--- src/rtl/metropolis_judge.sv ---
// metropolis_judge
//   Metropolis acceptance stage for one annealing replica. A positive distance
//   delta is negated, clamped and handed to the downstream combinational exp
//   unit; the returned exp(-delta*beta) is compared against an xorshift32
//   uniform draw to decide accept/reject. Non-positive deltas are always
//   accepted without consulting the exp unit.
//
//   Build option: define METROPOLIS_STAT_EN to implement the saturating
//   trial/accept counters; when undefined both stat outputs are tied to 0.
//
//   Ports
//     clk, reset        clock, asynchronous active-high reset
//     in_valid/in_ready delta handshake
//     delta             signed .17 distance change of the candidate move
//     exp_x             signed .17 argument to the exp unit
//     exp_y             signed .23 exp result (1.0 = 1<<23)
//     out_valid/ready   judgement handshake
//     out_accept        1 = accept move
//     stat_trials       completed trials (saturating)
//     stat_accepts      accepted trials (saturating)
//
//   state  | meaning
//   IDLE   | ready for a delta
//   CALC   | exp_x driven, exp_y sampled at end of cycle
//   RESULT | judgement presented until consumer takes it

module metropolis_judge #(
   parameter logic [31:0] SEED    = 32'h0000_0001,
   parameter int          SAT_NEG = -(1 << 20)
) (
   input  logic               clk,
   input  logic               reset,
   input  logic               in_valid,
   output logic               in_ready,
   input  logic signed [20:0] delta,
   output logic signed [20:0] exp_x,
   input  logic signed [26:0] exp_y,
   output logic               out_valid,
   input  logic               out_ready,
   output logic               out_accept,
   output logic [31:0]        stat_trials,
   output logic [31:0]        stat_accepts
);

   typedef enum logic [1:0] {
      IDLE   = 2'd0,
      CALC   = 2'd1,
      RESULT = 2'd2
   } state_t;

   localparam logic [31:0]        SEED_EFF  = (SEED == 32'd0) ? 32'd1 : SEED;
   localparam logic signed [21:0] SAT_NEG_W = SAT_NEG[21:0];
   localparam logic [31:0]        CNT_MAX   = 32'hFFFF_FFFF;

   function automatic logic [31:0] xs32(input logic [31:0] r);
      logic [31:0] t;
      t = r ^ (r << 13);
      t = t ^ (t >> 17);
      t = t ^ (t << 5);
      return t;
   endfunction

   state_t             state;
   state_t             state_nxt;
   logic [31:0]        rnd;
   logic               take;
   logic               ld_calc;
   logic               ld_imm;
   logic               ld_judge;
   logic               fire;
   logic               delta_nonpos;
   logic signed [21:0] neg_delta;
   logic signed [20:0] exp_x_sat;
   logic               exp_pos;
   logic               exp_full;
   logic               rnd_lt;
   logic               accept_calc;

   // One extra bit so negating the most-negative delta cannot overflow.
   assign neg_delta    = -{delta[20], delta};
   assign exp_x_sat    = (neg_delta < SAT_NEG_W) ? SAT_NEG_W[20:0] : neg_delta[20:0];
   assign delta_nonpos = delta[20] || (delta == 21'sd0);

   // exp_y <= 0 never accepts; exp_y >= 1.0 always accepts.
   assign exp_pos     = !exp_y[26] && (exp_y != 27'sd0);
   assign exp_full    = !exp_y[26] && (exp_y[25:23] != 3'd0);
   assign rnd_lt      = {1'b0, rnd[22:0]} < exp_y[23:0];
   assign accept_calc = (exp_pos && rnd_lt) || exp_full;

   always_ff @(posedge clk or posedge reset) begin
      if (reset) begin
         state <= IDLE;
      end else begin
         state <= state_nxt;
      end
   end

   always_comb begin
      state_nxt = state;
      in_ready  = 1'b0;
      out_valid = 1'b0;
      take      = 1'b0;
      ld_calc   = 1'b0;
      ld_imm    = 1'b0;
      ld_judge  = 1'b0;
      fire      = 1'b0;
      case (state)
         IDLE: begin
            in_ready = 1'b1;
            take     = in_valid;
            if (take) begin
               if (delta_nonpos) begin
                  ld_imm    = 1'b1;
                  state_nxt = RESULT;
               end else begin
                  ld_calc   = 1'b1;
                  state_nxt = CALC;
               end
            end
         end
         CALC: begin
            ld_judge  = 1'b1;
            state_nxt = RESULT;
         end
         RESULT: begin
            out_valid = 1'b1;
            if (out_ready) begin
               fire      = 1'b1;
               state_nxt = IDLE;
            end
         end
         default: begin
            state_nxt = IDLE;
         end
      endcase
   end

   always_ff @(posedge clk or posedge reset) begin
      if (reset) begin
         exp_x      <= '0;
         out_accept <= 1'b0;
         rnd        <= SEED_EFF;
      end else begin
         if (ld_calc) begin
            exp_x <= exp_x_sat;
         end
         if (ld_imm) begin
            out_accept <= 1'b1;
         end else if (ld_judge) begin
            out_accept <= accept_calc;
         end
         // One draw per trial, consumed even by trials that skip the exp path.
         if (fire) begin
            rnd <= xs32(rnd);
         end
      end
   end

`ifdef METROPOLIS_STAT_EN
   always_ff @(posedge clk or posedge reset) begin
      if (reset) begin
         stat_trials  <= '0;
         stat_accepts <= '0;
      end else if (fire) begin
         if (stat_trials != CNT_MAX) begin
            stat_trials <= stat_trials + 32'd1;
         end
         if (out_accept && (stat_accepts != CNT_MAX)) begin
            stat_accepts <= stat_accepts + 32'd1;
         end
      end
   end
`else
   assign stat_trials  = '0;
   assign stat_accepts = '0;
`endif

endmodule

--- config.mk ---
export PLATFORM = sky130hd
export DESIGN_NAME = metropolis_judge
export DESIGN_NICKNAME = d
export VERILOG_FILES = /design/src/rtl/metropolis_judge.sv
export SDC_FILE = /design/constraint.sdc
export NUM_CORES = 1
export LEC_CHECK = 0
export CORE_MARGIN = 5
export CORE_UTILIZATION = 30
export DETAILED_ROUTE_END_ITERATION = 12
export PLACE_DENSITY = 0.57
export SLEW_MARGIN = 20
export SYNTH_ARGS = -nofsm -noshare
export SYNTH_HDL_FRONTEND = slang
export SYNTH_SLANG_ARGS = --single-unit
--- constraint.sdc ---
create_clock -name clk -period 2.4 [get_ports clk]
set_input_delay 0.72 -clock clk [delete_from_list [all_inputs] [get_ports clk]]
set_output_delay 0.72 -clock clk [all_outputs]
set_load 0.05 [all_outputs]
==> flow_summary.ini <==
[status]
outcome = finished, final reports clean

[timing]
drv_slew = 0
tightest_slew_ps = 559
skew_ps = 6.00
finalSetupViolCount = 0
timing.final.crit_period_ps = 2390
max_freq_mhz = 419
min_period_over_period = 0.994
slew_headroom = 0.626
finalHoldViolCount = 0
fin_ws_ps = 13.5
rsz0062_at_grt = yes
finalSetupTns_ps = 0

[power_and_ir_drop]
p_clk_frac = 0.099
p_seq_frac = 0.277
p_leak_uw = 0.00250
intPower_uw = 4020
power_uw = 7460
p_comb_frac = 0.623
power_density_nw_per_um2 = 1340
p_sw_frac = 0.461
vdd_drop_max_v = 0.000656
netSwitchingPower_uw = 3440

[critical_path]
cp.arrival_ps = 2560
cp.required_ps = 2580
crit_type = in2reg
crit_chain = buf_6 > or4_4 > and4bb_2 > nand2_2 > o31ai_4 > buf_6 > buf_8 > mux2_4
crit_family = simple AND/OR/NAND/NOR gates
crit_slowest_cell = or4_4
cpPeakStageDelay_ps = 520
cp-start-kind = primary input
worstPathMaxFanout = 7
cp-end-kind = flop
worst_r2r_path_depth = 7
path_depth = 8
cp_num_buf_inv = 3
cp_common_cell = buf_6

[synthesis]
syn_area_um2 = 4160
synthArstFlopShare = 1.00
yosysWarnings = 0
syn_inst = 433
netlist_top_cells_area = dfrtp_1, xnor2_1, buf_4
avgSynthCellArea_um2 = 9.60
synth_cell_type_count = 44
seq_area_frac_synth = 0.338
yosys.area.top_type = dfrtp_1
synth-edff-count = 0
ys_ff_latch = 56
yosys_most_used_dff = dfrtp_1
synth.top_cell.area_share = 0.331

[placed_design]
place.gp.congestion = 0.860
hpwl_mm = 8.01
pre_cts_ws_ps = -775
portBuffers = 75
placed_cell_area_um2 = 5180
placedCellCount = 722

[clock_tree]
clk_latency_ps = 290
cts-root-buf = clkbuf_16
cts_sinks = 56
clk_path_buf_depth = 2
clk_pin_slew_ps = 70
tritoncts = yes
htreeDepth = 2
numCtsBuffers = 5

[cells_and_area]
layout_commonest_cell = xnor2_1
antennaDiodeCount = 0
area_delta_synth_final_pct = 34.1
n_fill_cell = 1382
nets = 633
final_cell_mix = xnor2_1, conb_1, clkdlybuf4s50_1
multi_input_area_um2 = 2530
fin_cells = 739
drive_gt1_frac = 0.195
regArea_um2 = 1400
fin_area_um2 = 5570

[worst_hold_path]
hold_path.class = reg2reg
holdPathStages = 1

[drt]
drt_iter0_markers = 76
wl_per_cell_um = 13.8
drt_first_pass_iters = 4
wl_mm = 10.2
drc = 0
num_vias = 3142
ant_nets = 0
post_drt_via_cell_ratio = 4.25

[floorplan]
die_w_um = 128
ios = 140
die_area_um2 = 16300
initial_core_util = 0.303
die_h_um = 128
core_area_um2 = 13700
num_rows = 43

[global_routing]
grt_pass1_wl_mm = 16.3
grt_pass1_vias = 3351
grt-ovfl-total = 0
antenna_found_initial = 0
grt_max_degree = 57
grt_usage = 0.123

[job]
max_cap_viol_count = 0
==> per-layer routing <==
| metal | wire [um] | track usage | part of all wire |
|---|---|---|---|
| met5 | 0 | 0 | 0 |
| met4 | 114 | 0.0281 | 0.011 |
| met3 | 835 | 0.0392 | 0.082 |
| met2 | 4830 | 0.214 | 0.47 |
| met1 | 4410 | 0.148 | 0.43 |
==> worst paths after layout <==
path	startpoint	slack, ps	to
worst max-delay path	delta[11]	10	exp_x[15]
min in group asynchronous	reset	800	rnd[23]
worst max register to register	rnd[22]	520	out_accept
worst min-delay path	rnd[27]	490	rnd[27]
worst min register to register	rnd[27]	490	rnd[27]
max in group asynchronous	reset	1300	rnd[0]
==> state kept, by name, indices dropped and copies added (netlist names) <==
register	count
rnd	32
exp_x	21
state	2
out_accept	1
==> repair_timing <==
| action | 4_1_cts | 5_1_grt |
|---|---|---|
| hold buffers | 0 | 0 |
| setup endpoints to repair | 24 | 20 |
| gates resized for setup | 64 | 13 |
| buffers inserted | 6 | 3 |
| cloned | 1 | 0 |
| pin swaps | 12 | 8 |
| hold endpoints to repair | 0 | 0 |
==> metrics by stage <==
| stage | hold WS, ps | utilization |
|---|---|---|
| after floorplan | 464 | - |
| after global placement | 479 | 0.378 |
| after detailed placement | 484 | 0.378 |
| after CTS | 497 | 0.404 |
| after global routing | 511 | 0.406 |
| final | 491 | 0.406 |
==> final cells by class <==
class / count / share of cell area
clock buffers: 6 / 0.0249
flip-flops and latches: 56 / 0.252
well taps: 180 / 0.0404
multi-input cells: 341 / 0.454
clock inverters: 2 / 0.00180
repair buffers: 126 / 0.208
inverters: 28 / 0.0189
==> power by group through the flow <==
stage / clock network, uW / registers, uW / logic, uW
2_1_floorplan: 0 / 2480 / 3040
3_3_place_gp: 0 / 2070 / 4430
3_5_place_dp: 0 / 2070 / 4520
4_1_cts: 767 / 2080 / 4690
5_1_grt: 814 / 2140 / 5100
6_report: 741 / 2070 / 4650
==> synthesized netlist by cell type, types with 2 or more instances <==
cell type / number
a21o_1: 3
a21oi_1: 14
a31oi_1: 2
buf_4: 64
buf_6: 2
clkbuf_1: 5
dfrtp_1: 55
ha_1: 23
inv_1: 28
mux2_2: 18
nand2_1: 26
nand2b_1: 4
nand3_1: 4
nand4_1: 5
nand4b_1: 3
nor2_1: 24
nor2b_1: 2
nor3_1: 9
nor4_1: 10
o21a_1: 2
o21ai_0: 6
or3_1: 2
or4_1: 2
xnor2_1: 69
xor2_1: 32
==> logic make-up after synthesis <==
| group | after synthesis | synth area share |
|---|---|---|
| xor gates and xnor gates | 101 | 0.213 |
| and+or+nand+nor | 99 | 0.122 |
| buffers and inverters | 99 | 0.151 |
| DFF | 56 | 0.338 |
| AOI/OAI and AO/OA | 35 | 0.0551 |
| adders and majority gates | 23 | 0.0693 |
| muxes | 19 | 0.0515 |
| other | 1 | 0.000902 |
Power figures use the tool's default switching activity.
